$ cat src/rtl/uart_alu_frame_ctrl.sv
// Frame controller between a byte UART and a combinational ALU: collects two
// little-endian operands plus an opcode, then streams the latched result back.
module uart_alu_frame_ctrl #(
    parameter int DATA_W        = 16,
    parameter int TIMEOUT_TICKS = 16'd4096
) (
    input  logic              clk,
    input  logic              reset,
    input  logic              rx_done,
    input  logic [7:0]        from_rx,
    input  logic              tx_done,
    input  logic              tick,
    input  logic [DATA_W-1:0] from_alu,
    output logic [DATA_W-1:0] num_a,
    output logic [DATA_W-1:0] num_b,
    output logic [7:0]        opcode,
    output logic [7:0]        to_tx,
    output logic              tx_start,
    output logic [7:0]        leds,
    output logic              busy,
    output logic              frame_err,
    output logic [2:0]        fsm_state
);

    localparam int NB    = DATA_W / 8;
    localparam int IDX_W = (NB > 1) ? $clog2(NB) : 1;
    localparam int CNT_W = (TIMEOUT_TICKS > 1) ? $clog2(TIMEOUT_TICKS + 1) : 1;

    localparam logic [2:0] NUMA   = 3'd0;
    localparam logic [2:0] NUMB   = 3'd1;
    localparam logic [2:0] OPCODE = 3'd2;
    localparam logic [2:0] LATCH  = 3'd3;
    localparam logic [2:0] SEND   = 3'd4;
    localparam logic [2:0] WAIT   = 3'd5;

    localparam logic [IDX_W-1:0] LAST_IDX  = IDX_W'(NB - 1);
    localparam logic [CNT_W-1:0] CNT_LIMIT = CNT_W'(TIMEOUT_TICKS);

    logic [2:0]        state;
    logic [IDX_W-1:0]  idx;
    logic [CNT_W-1:0]  cnt;
    logic [DATA_W-1:0] result;
    logic [7:0]        result_byte;
    logic              rx_phase;
    logic              idle;
    logic              timeout_hit;

    assign rx_phase    = (state == NUMA) || (state == NUMB) || (state == OPCODE);
    assign idle        = (state == NUMA) && (idx == '0);
    assign timeout_hit = (TIMEOUT_TICKS != 0) && rx_phase && !idle && (cnt == CNT_LIMIT);
    assign busy        = (state == LATCH) || (state == SEND) || (state == WAIT);
    assign fsm_state   = state;

    always_comb begin
        result_byte = result[7:0];
        for (int i = 1; i < NB; i++) begin
            if (idx == IDX_W'(i)) result_byte = result[8*i +: 8];
        end
    end

    always_ff @(posedge clk) begin
        if (!reset) begin
            state     <= NUMA;
            idx       <= '0;
            cnt       <= '0;
            result    <= '0;
            num_a     <= '0;
            num_b     <= '0;
            opcode    <= '0;
            to_tx     <= '0;
            leds      <= '0;
            tx_start  <= 1'b0;
            frame_err <= 1'b0;
        end else begin
            tx_start  <= 1'b0;
            frame_err <= 1'b0;

            if (rx_done || idle) begin
                cnt <= '0;
            end else if (rx_phase && tick && (TIMEOUT_TICKS != 0)) begin
                cnt <= cnt + 1'b1;
            end

            // A byte arriving in the same cycle as the timeout keeps the frame alive.
            if (timeout_hit && !rx_done) begin
                state     <= NUMA;
                idx       <= '0;
                cnt       <= '0;
                frame_err <= 1'b1;
            end else begin
                case (state)
                    NUMA: begin
                        if (rx_done) begin
                            for (int i = 0; i < NB; i++) begin
                                if (idx == IDX_W'(i)) num_a[8*i +: 8] <= from_rx;
                            end
                            leds <= from_rx;
                            if (idx == LAST_IDX) begin
                                idx   <= '0;
                                state <= NUMB;
                            end else begin
                                idx <= idx + 1'b1;
                            end
                        end
                    end
                    NUMB: begin
                        if (rx_done) begin
                            for (int i = 0; i < NB; i++) begin
                                if (idx == IDX_W'(i)) num_b[8*i +: 8] <= from_rx;
                            end
                            leds <= from_rx;
                            if (idx == LAST_IDX) begin
                                idx   <= '0;
                                state <= OPCODE;
                            end else begin
                                idx <= idx + 1'b1;
                            end
                        end
                    end
                    OPCODE: begin
                        if (rx_done) begin
                            opcode <= from_rx;
                            leds   <= from_rx;
                            state  <= LATCH;
                        end
                    end
                    LATCH: begin
                        result <= from_alu;
                        idx    <= '0;
                        state  <= SEND;
                    end
                    SEND: begin
                        to_tx    <= result_byte;
                        leds     <= result_byte;
                        tx_start <= 1'b1;
                        state    <= WAIT;
                    end
                    WAIT: begin
                        if (tx_done) begin
                            if (idx == LAST_IDX) begin
                                idx   <= '0;
                                state <= NUMA;
                            end else begin
                                idx   <= idx + 1'b1;
                                state <= SEND;
                            end
                        end
                    end
                    default: begin
                        state <= NUMA;
                        idx   <= '0;
                    end
                endcase
            end
        end
    end

endmodule

$ cat config.mk
export PLATFORM = sky130hd
export DESIGN_NAME = uart_alu_frame_ctrl
export DESIGN_NICKNAME = d
export VERILOG_FILES = /design/src/rtl/uart_alu_frame_ctrl.sv
export SDC_FILE = /design/constraint.sdc
export NUM_CORES = 1
export LEC_CHECK = 0
export ABC_AREA = 1
export CAP_MARGIN = 5
export CORE_MARGIN = 4
export CORE_UTILIZATION = 53
export DETAILED_ROUTE_END_ITERATION = 16
export PLACE_DENSITY = 0.84
export REMOVE_ABC_BUFFERS = 1
export SLEW_MARGIN = 10
export SYNTH_ARGS = -nofsm -noshare
export SYNTH_HDL_FRONTEND = slang
export SYNTH_SLANG_ARGS = --single-unit
$ cat constraint.sdc
create_clock -name clk -period 3.7 [get_ports clk]
set_input_delay 0.555 -clock clk [delete_from_list [all_inputs] [get_ports clk]]
set_output_delay 0.555 -clock clk [all_outputs]
set_load 0.005 [all_outputs]
### After elaboration in Yosys (flattened, before gate mapping)

Cells that the tools add are included.
Widths: inputs -> output; s select.

* flip-flop bits (word level): 91
* input bits: 29
* output and inout bits: 62
* word-level logic and storage cells: 79

* $add $sub $neg: 2
* eq/ne operators: 14
* multiplexer cells: 17
* bitwise gates (word level): 4
* reduce and logical (&&, ||, !) cells: 29

Operators by type and width (count)
* $mux 3: 7
* $pmux 3 s6: 1
* $mux 8: 2
* $pmux 8 s2: 1
* $reduce_and 4->1: 4
* $add 13x1->13 const B: 1
* $eq 13x13->1 const B: 1
* $ne 2x2->1 const B: 6
* $reduce_and 3->1: 3
* $eq 3x2->1 const B: 2
* $eq 3x3->1 const B: 2
* $reduce_and 6->1: 1
* $reduce_or 2->1: 3
* $reduce_or 3->1: 2
* $logic_and 1x1->1: 5
* $logic_or 1x1->1: 5
* $mux 1: 5
* $ne 2x1->1 const B: 2
* $not 1->1: 4
* $reduce_and 2->1: 2
* $eq 3x1->1 const B: 1
* $logic_not 3->1: 1
* $pmux 1 s3: 1
* $logic_not 1->1: 2
* 2 further kinds: 2

### Logic depth before layout (Yosys ltp)

* depth in word-level cells: 8
* mapped depth: 10
* gate-level depth less buffers: 9

### Worst setup path before layout

OpenSTA, ideal clock, no wires.

* path kind: input to register
* start: in rx_done
* end: reg num_b[6]
* setup time: 0.070 ns
* arrival: 1.397 ns
* path slack: 2.233 ns
* cell stages on the path: 6
* path buffers: 2
* cell sequence: buf_2 inv_1 nor3_2 buf_2 o21ai_1 a21oi_1

* word-level cells in the longest chain between the ends: 4

Ends and longest elaborated chain
* from (decl): line 9 `input logic rx_done,`
* $logic_not 1->1: line 85 `if (timeout_hit && !rx_done) begin`
* $logic_and 1x1->1: line 85
* $not 1->1 (no source line)
* $reduce_and 4->1 (no source line) *
* to (signal, indexed assignment): line 109 `if (idx == IDX_W'(i)) num_b[8*i +: 8] <= from_rx;`
* to (decl): line 15 `output logic [DATA_W-1:0] num_b,`

Mark *: on every way between the ends. The rest lies on a longest branch, timed or not.
A chain may end at the register's enable or synchronous reset.

### Worst setup path after layout

* start: reg state[0] (netlist: fsm_state[0])
* end: out busy

* word-level cells in the longest chain between the ends: 3
* elaborated cells between the ends (all ways): 5
* those cells by class: eq/ne: 3; reduce/logical: 2

Ends and longest elaborated chain
* from (decl): line 39 `logic [2:0] state;`
* from (signal assigned): line 63 `state <= NUMA;`
* from (signal assigned): line 86 `state <= NUMA;`
* from (signal assigned): line 100 `state <= NUMB;`
* $eq 3x2->1 / $eq 3x3->1 (equally long branches): line 51 `assign busy = (state == LATCH) || (state == SEND) || (state == WAIT);`
* $logic_or 1x1->1: line 51
* $logic_or 1x1->1 *: line 51
* to (decl): line 20 `output logic busy,`

Marks and branches as above.

==> summary.txt <==
Final Cycle Share: 64.8%
Number of global-route vias before repair: 3628
Synth Register Bits: 91
Cell Chain, Critical Path: nand2_1 > nand2_2 > nand2_1 > nand2_1 > clkdlybuf4s50_1
Global-route wire length before repair: 16300 um
DR vias: 3735
FILL cells: 581
DRT Pass-1 Iters: 4
Setup_tns: 0 ns
IO Port Bufs: 90
Grt total ovfl: 0
Grt met3 use: 6.03%
Crit path top cell by count: nand2_1
R2R Setup Slk: 1.76 ns
Most common cell after layout, fill and taps aside: nand2_1
Share of layout cells above drive strength 1: 5.08%
Final Hold Vio Count: 0
Post-CTS Setup Inserts: 0
Avg Inst Size Synth: 7.07 um2
Sequential Power Share: 50.4%
Worst path arrival time: 1.84 ns
Die Area: 0.00868 mm2
Area leader, netlist: dfxtp_1
Hold buffers post-CTS: 0
# resized after CTS: 0
First-iteration detailed-routing DRC count: 211
Worst r2r src: idx
Crit-path max cell delay: 0.51 ns
WL/cell: 13.9 um
Sw frac: 24.7%
Hold wc startpoint: num_a[15]
Core area: 0.00691 mm2
# DRC: 0
Worst hold path depth: 2
Initial Util: 55.7%
Synth area leaders: dfxtp_1, nand2_1, nor2_1
Fin nets: 656
Hold Path End: num_a[15]
Commonest cells after routing, fill and taps aside: nand2_1, nor2_1, dfxtp_1, clkdlybuf4s50_1, inv_1
Leak: 0.00202 uW
CTS Buf Count: 9
Clock power frac: 36.4%
Hold/Removal Path Class: flip-flop to flip-flop
Status: completed
Final Critical Period: 2.40 ns
Post-synth cell types: 24
Worst-Margin Slew: 0.777 ns
RSZ-0062 raised after global routing: no
IO Pins: 91
Die Y: 93.2 um
DIE WIDTH: 93.2 um
Max Cap Violations: 0
Levels on crit path: 5
Worst path slowest cell: dfxtp_1
Largest net degree at the start of global routing: 51
Power per cell area: 417 mW/mm2
Int Pwr: 1570 uW
DRT antenna net count: 0
Layer with the highest usage: met2
Startpoint types: flip-flop
Clock skew: 0.0122 ns
H-tree depth: 3
Yosys warnings: 0
Critical Path Fanout Max: 9
Clk_lat worst skew: 0.36 ns
Cells on worst reg2reg path: 7
Global routing usage on met1: 28.7%
Final cell count without fillers: 726
Peak supply drop: 0.000274 V
Final setup vio count: 0
Clk sinks: 91
Cell area after synthesis: 0.00384 mm2
Final wirelength: 10100 um
Reg-to-reg endpoint: num_a[0]
Comb power frac: 13.2%
Area Growth Syn to Fin: 30.2%
CTS tree: yes
Max clock buf depth: 2
Dpl cells: 710
Worst-path clk slew: 0.08 ns
Tot GR Track Use: 23.7%
Via density: 5.14
Rows: 30
Slew margin rel.: 48.0%
Buf+Inv Stages, Crit Path: 1
Top delay family on crit path: flip-flops
Max Clk Rate: 0.417 GHz
Total design power: 2090 uW
Ant. Diodes: 0
Data required time of the worst path: 3.14 ns
Post-Syn Instances: 544
Crit Path Class: flip-flop to output port
CP Capture Type: output port
Root Buffer: clkbuf_8
Initial antenna violation count: 0
Max Slew Vio Count: 0
Post-synthesis sequential area ratio: 47.4%
Switching Power: 517 uW
HPWL Detailed: 7210 um
GR Util met2: 40.7%
Share of the synthesized area in the top cell type: 47.4%
GPL Wtd Cong: 0.868
==> power by group through the flow <==
stage / Combinational, uW / Sequential, uW / Clock [uW]
CTS: 276 / 1050 / 766
global placement: 266 / 1070 / 0
floorplan: 121 / 1070 / 0
global route: 306 / 1060 / 807
finish: 276 / 1050 / 759
detailed placement: 273 / 1070 / 0
==> worst min-delay path, delay by kind of cell, from the launching register on <==
family / cells / cell delay, ns
flops: 1 / 0.31
compound gates: 1 / 0.05
buf+inv: 1 / 0.04
==> layout make-up <==
type | instances | area (um2) | share of cell area [%]
Timing Repair Buffer | 92 | 916 | 18.3
Clock inverter | 3 | 68.8 | 1.38
Sequential cell | 91 | 1820 | 36.4
Clock buffer | 13 | 159 | 3.17
Multi-Input combinational cell | 366 | 1680 | 33.5
Tap cell | 96 | 120 | 2.40
Inverter | 65 | 244 | 4.88
==> how the worst max path moves through the flow <==
| stage | from | endpoint | slack, ns |
|---|---|---|---|
| after floorplan | reset | cnt[9] | 2.07 |
| after global placement | rx_done | num_b[2] | 1.14 |
| after detailed placement | rx_done | num_b[2] | 1.00 |
| after CTS | fsm_state[0] | busy | 1.29 |
| after global routing | rx_done | num_b[2] | 1.13 |
| final | fsm_state[0] | busy | 1.30 |
==> stage by stage <==
stage | instance area (um2) | setup slack, ns | hold slack [ns] | utilization [%]
after detailed placement | 4780 | 1.00 | 0.439 | 69.2
final | 5000 | 1.30 | 0.446 | 72.5
after global routing | 5000 | 1.13 | 0.482 | 72.5
after CTS | 5000 | 1.29 | 0.452 | 72.5
after global placement | 4780 | 1.14 | 0.434 | 69.2
after floorplan | 3740 | 2.07 | 0.424 | -
==> sequential cells by signal, indices dropped and copies added, names as in the netlist <==
| name | count |
|---|---|
| fsm_state | 3 |
| num_a | 16 |
| leds | 8 |
| tx_start | 1 |
| to_tx | 8 |
| result | 16 |
| cnt | 13 |
| idx | 1 |
| num_b | 16 |
| frame_err | 1 |
| opcode | 8 |
==> layer usage <==
layer | part of all wire (%) | vias to the layer above
li1 | - | 1883
met1 | 42 | 1728
met2 | 50 | 112
met3 | 6.0 | 12
met4 | 1.6 | 0
met5 | 0 | -
==> cells in the mapped netlist, drive strengths merged <==
cell type  number
nand3          30
buf            11
xnor2           1
clkinv          1
clkbuf         11
dfxtp          91
o211ai          4
nor2           96
xor2            6
o21ai          54
a21oi          50
nand4           5
inv            64
nor3            5
nand2         112
o21bai          1
ha              2
==> logic make-up after synthesis <==
family / count (synthesis) / share of synthesized area, %
AND/OR/NAND/NOR: 248 / 26.5
AO/OA/AOI/OAI: 109 / 14.8
adder cells (fa/ha/maj): 2 / 0.651
XOR/XNOR: 7 / 1.60
flip-flops: 91 / 47.4
buffers and inverters: 87 / 9.02
Note: power is estimated with default switching activity, not from simulation.
